$ cat config.mk
export PLATFORM = sky130hd
export DESIGN_NAME = regfile_sb
export DESIGN_NICKNAME = d
export VERILOG_FILES = /design/src/rtl/regfile_pkg.sv /design/src/rtl/regfile_sweep.sv /design/src/rtl/regfile_sb.sv
export SDC_FILE = /design/constraint.sdc
export NUM_CORES = 2
export LEC_CHECK = 0
export CAP_MARGIN = 10
export CORE_ASPECT_RATIO = 1.75
export CORE_UTILIZATION = 50
export CTS_CLUSTER_SIZE = 30
export DETAILED_ROUTE_END_ITERATION = 8
export PLACE_DENSITY = 0.69
export RECOVER_POWER = 50
export SYNTH_ARGS = -nofsm -noshare
export SYNTH_HDL_FRONTEND = slang
export SYNTH_HIERARCHICAL = 1
export SYNTH_SLANG_ARGS = --single-unit
$ cat constraint.sdc
create_clock -name Clk -period 4.4 [get_ports Clk]
set_input_delay 0.44 -clock Clk [delete_from_list [all_inputs] [get_ports Clk]]
set_output_delay 0.44 -clock Clk [all_outputs]
set_load 0.005 [all_outputs]
$ cat src/rtl/regfile_pkg.sv
// Shared types and default sizing for the register file with hazard scoreboard.
// The sweep state names are the ones used by regfile_sweep.
package regfile_pkg;

  localparam int DEF_DW    = 32;
  localparam int DEF_DEPTH = 32;

  typedef enum logic {
    IDLE  = 1'b0,
    CLEAR = 1'b1
  } sweep_state_e;

endpackage

$ cat src/rtl/regfile_sweep.sv
// Soft-clear sequencer: walks every register index once per sweep.
// While it runs, the bank is unavailable to writes and reserves.
//
// state | meaning
// IDLE  | bank available, Ready high, waiting for start
// CLEAR | zeroing register clr_addr on every edge, Ready low
module regfile_sweep
  import regfile_pkg::*;
#(
  parameter int DEPTH = DEF_DEPTH,
  parameter int AW    = $clog2(DEPTH)
) (
  input  logic          clk,
  input  logic          rst_n,
  input  logic          start,
  output logic          ready,
  output logic          clr_en,
  output logic [AW-1:0] clr_addr
);

  localparam logic [AW-1:0] LAST = AW'(DEPTH - 1);

  sweep_state_e  state_q, state_d;
  logic [AW-1:0] cnt_q, cnt_d;

  always_ff @(posedge clk or negedge rst_n) begin
    if (!rst_n) begin
      state_q <= IDLE;
      cnt_q   <= '0;
    end else begin
      state_q <= state_d;
      cnt_q   <= cnt_d;
    end
  end

  always_comb begin
    state_d = state_q;
    cnt_d   = cnt_q;
    case (state_q)
      IDLE: begin
        if (start) begin
          state_d = CLEAR;
          cnt_d   = '0;
        end
      end
      CLEAR: begin
        if (cnt_q == LAST) begin
          state_d = IDLE;
          cnt_d   = '0;
        end else begin
          cnt_d = cnt_q + AW'(1);
        end
      end
      default: begin
        state_d = IDLE;
        cnt_d   = '0;
      end
    endcase
  end

  // Ready depends on the state register only, so it never sees input glitches.
  assign ready    = (state_q == IDLE);
  assign clr_en   = (state_q == CLEAR);
  assign clr_addr = cnt_q;

endmodule

$ cat src/rtl/regfile_sb.sv
// General-purpose register file with per-register busy scoreboard, optional
// write-to-read bypass, optional hardwired-zero r0 and a sequential soft clear.
module regfile_sb
  import regfile_pkg::*;
#(
  parameter int DW       = DEF_DW,
  parameter int DEPTH    = DEF_DEPTH,
  parameter int AW       = $clog2(DEPTH),
  parameter bit ZERO_REG = 1'b1,
  parameter bit BYPASS   = 1'b1
) (
  input  logic          Clk,
  input  logic          Rst_n,
  input  logic [AW-1:0] R1,
  input  logic [AW-1:0] R2,
  output logic [DW-1:0] A,
  output logic [DW-1:0] B,
  output logic          A_busy,
  output logic          B_busy,
  input  logic          W,
  input  logic [AW-1:0] WAd,
  input  logic [DW-1:0] Data,
  input  logic          Rsv,
  input  logic [AW-1:0] RsvAd,
  input  logic          Clr,
  output logic          Ready
);

  logic [DW-1:0]    mem_q [DEPTH];
  logic [DW-1:0]    mem_d [DEPTH];
  logic [DEPTH-1:0] busy_q, busy_d;

  logic          ready;
  logic          clr_en;
  logic [AW-1:0] clr_addr;

  logic a_ok, b_ok, a_hit, b_hit;

  // Out-of-range indices (non power-of-two DEPTH) and the zero register are
  // never stored, reserved or read.
  function automatic logic addr_ok(input logic [AW-1:0] ad);
    addr_ok = (int'(ad) < DEPTH) && !(ZERO_REG && (ad == '0));
  endfunction

  regfile_sweep #(
    .DEPTH (DEPTH),
    .AW    (AW)
  ) u_sweep (
    .clk      (Clk),
    .rst_n    (Rst_n),
    .start    (Clr),
    .ready    (ready),
    .clr_en   (clr_en),
    .clr_addr (clr_addr)
  );

  assign Ready = ready;

  always_ff @(posedge Clk or negedge Rst_n) begin
    if (!Rst_n) begin
      mem_q  <= '{default: '0};
      busy_q <= '0;
    end else begin
      mem_q  <= mem_d;
      busy_q <= busy_d;
    end
  end

  // Reserve is applied after the write so a same-edge pair leaves the
  // register owned by the new producer.
  always_comb begin
    mem_d  = mem_q;
    busy_d = busy_q;
    if (clr_en) begin
      mem_d[clr_addr]  = '0;
      busy_d[clr_addr] = 1'b0;
    end else begin
      if (W && ready && addr_ok(WAd)) begin
        mem_d[WAd]  = Data;
        busy_d[WAd] = 1'b0;
      end
      if (Rsv && ready && addr_ok(RsvAd)) begin
        busy_d[RsvAd] = 1'b1;
      end
    end
  end

  always_comb begin
    a_ok  = addr_ok(R1);
    b_ok  = addr_ok(R2);
    a_hit = BYPASS && W && ready && (WAd == R1);
    b_hit = BYPASS && W && ready && (WAd == R2);

    A      = '0;
    A_busy = 1'b0;
    if (a_ok) begin
      if (a_hit) begin
        A = Data;
      end else begin
        A      = mem_q[R1];
        A_busy = busy_q[R1];
      end
    end

    B      = '0;
    B_busy = 1'b0;
    if (b_ok) begin
      if (b_hit) begin
        B = Data;
      end else begin
        B      = mem_q[R2];
        B_busy = busy_q[R2];
      end
    end
  end

endmodule

==> flow_summary.ini <==
[worst_setup_path]
worstPathMaxFanout = 27
startpoint_type = primary input
cp-end-kind = primary output
r2r_cells = 5
cp_num_cells = 9
max_stage_delay_ps = 630
startpoint = WAd[1]
cpMaxStageDelayCell = nand2_1
worstPathRequired_ps = 3960
worst-setup-path-type = in -> out
cp.arrival_ps = 3790
crit_family = buffers and inverters
crit_buf_inv = 4
worstPathCellList = clkdlybuf4s50_1, buf_4, xor2_1, nor4_1, nand3_1, buf_4, nand2_1, o211ai_1, clkdlybuf4s50_1
rr_startpoint = u_sweep/clr_addr[1]

[global_routing]
grt_pass1_wl_mm = 328
grt_overflow = 0
grt_max_degree = 166
grt_pass1_vias = 45600
grt_usage = 0.413
antenna_found_initial = 8

[power]
p_sw_frac = 0.299
leakagePower_nw = 27.5
comb_power_share = 0.158
clock_power_share = 0.411
internal_power_mw = 16.4
report.power.total_mw = 23.4
switchingPower_mw = 7.01
ir_drop_mv = 0.296
power.density_mw_per_mm2 = 374
seqPwrFrac = 0.431

[logic_synthesis]
synth_compound_area_frac = 0.203
yosys.area_share.simple = 0.0433
ys_ff_latch = 1062
synth_cell_types = 75
async_flop_share = 1.00
synthTopCellsByCount = 1062 x dfrtp_1, 1030 x a22o_1, 481 x mux4_2
synth_fp_nets = 4181
synthFlopType = dfrtp_1
ys_warn_count = 6
synth_area_mm2 = 0.0555
synth-edff-count = 0
synthAdderAreaFrac = 0.000676
seq_area_frac_synth = 0.478
synthMuxAreaShare = 0.226
avgSynthCellArea_um2 = 13.5
synth_top_area_frac = 0.478
synth_area_leaders = dfrtp_1 48%, mux4_2 20%, a22o_1 16%
synth_top_area_cell = dfrtp_1
synth_cells = 4121
synthXorXnorAreaFrac = 0.00158
synthMostInstantiatedCell = dfrtp_1
synth_top_family_by_area = multiplexers

[clock_tree]
cts_buffers = 99
insertion_delay_ps = 760
cts.repair.resized = 0
clkTransAtPathRegs_ps = 80
ctsLongestPathBuffers = 3
cts_tree = yes
root_buffer = clkbuf_16
ctsHtreeMaxLevel = 3
cts_sinks = 1062

[drt]
first_pass_iters = 9
vias_per_cell = 7.95
wl_per_cell_um = 40.5
wl_mm = 229
dr_total_vias = 44800
route.detailed.drc = 0
drtIter0Drc = 6448
antenna_left = 0

[hold_path]
hold_path_startpoint = Clr
min-delay-path-class = in -> reg
hold_depth = 3

[floorplanning]
die_height_um = 443
fp-row-count = 161
io_pins = 124
fp.dieW_um = 254
fp.coreArea_mm2 = 0.110
initial_utilization = 0.505
dieArea_mm2 = 0.112

[timing]
finalClockSkew_ps = 30.0
finalSetupViolations = 0
fin_ws_ps = 171
slew_headroom = -1.38
timing.final.crit_share = 0.961
tightest_slew_ps = 3580
drv_slew = 148
max_clock_freq_mhz = 236
hold_violations = 0
rsz0062_at_grt = false
min_period_ps = 4230
tns_ps = 0

[place]
place.gp.congestion = 0.950
place_hpwl_mm = 139
io_buffers = 123
preCtsSetupSlack_ps = 302

[cells_and_area]
drive_above_1_share = 0.257
syn_to_final_growth_pct = 12.8
fillerInstances = 8793
fin_nets = 4135

[outcome]
violations = capacitance limit, slew limit
status = complete, but fails checks

[run]
cap_violations = 7
[layer usage]
layer	wire length, um	global-route usage
met2	102000	0.605
met5	73	0
met1	70900	0.481
met4	27100	0.388
met3	28800	0.126
[layout make-up]
class | instances | area, um^2 | area share
clock inverter | 49 | 726 | 0.0116
timing repair buffer | 386 | 3750 | 0.0599
multi-input combinational | 2515 | 26800 | 0.429
tap | 1467 | 1840 | 0.0293
antenna | 11 | 27.5 | 0.000439
sequential | 1062 | 26600 | 0.424
inverter | 11 | 41.3 | 0.000659
clock buffer | 138 | 2840 | 0.0453
[state kept, by name, indices dropped and copies added, names as in the netlist]
name              cells
mem_q              1024
busy_q               32
u_sweep/clr_addr      5
u_sweep/clr_en        1
[worst paths after layout]
check                                       to  slack [ps]
worst min register to register     mem_q[1001]         510
worst min-delay path            u_sweep/clr_en         400
worst max register to register      mem_q[841]         170
min in group asynchronous           mem_q[705]        1480
max in group asynchronous           mem_q[380]         540
worst max-delay path                     A[24]         170
[power groups by stage]
| stage | logic [mW] | registers (mW) | clock network (mW) |
|---|---|---|---|
| final | 3.69 | 10.1 | 9.64 |
| after detailed placement | 3.56 | 10.3 | 0 |
| after floorplan | 1.67 | 10.2 | 0 |
| after global routing | 3.73 | 10.1 | 9.99 |
| after global placement | 3.54 | 10.3 | 0 |
| after CTS | 3.57 | 10.1 | 9.63 |
[placed cells by master (no fill, tap or decap), types with 25 or more instances in the layout]
cell	Yosys	final
a21oi_1	89	66
a22o_1	1030	1030
and2_1	36	35
buf_12	1	46
buf_4	36	211
clkbuf_16	0	100
clkdlybuf4s50_1	0	112
dfrtp_1	1062	1062
mux2_2	72	72
mux2i_1	91	91
mux4_2	481	481
nand2_1	111	111
nand3_1	62	61
nor2_1	97	79
nor2_4	7	25
nor3_1	47	47
o21ai_0	44	45
o22ai_1	123	123
[per-stage QoR]
step	instances	hold slack, ps	util	instance area [um^2]
3_3_place_gp	5440	411	0.538	59200
3_5_place_dp	5440	416	0.538	59200
2_1_floorplan	4121	144	-	55500
4_1_cts	5628	230	0.570	62700
6_report	5639	402	0.570	62600
5_1_grt	5629	438	0.569	62600
[cells by family (layout without fill, tap and decap cells)]
| logic type | count (synthesis) | after routing |
|---|---|---|
| adder cells (fa/ha/maj) | 3 | 3 |
| other | 0 | 11 |
| XOR/XNOR | 10 | 10 |
| multiplexers | 645 | 645 |
| buffers and inverters | 544 | 584 |
| AND/OR/NAND/NOR | 470 | 470 |
| flip-flops | 1062 | 1062 |
| AO/OA/AOI/OAI | 1387 | 1387 |
[repair_timing]
item	in CTS	in global routing
endpoints found under the hold margin	33	0
hold buffers	1	0
setup buffers	0	0
[worst min-delay path: stages]
cell and delay (ps):
clkdlybuf4s50_1 500, inv_1 110, mux2i_1 70
Power figures use the tool's default switching activity.
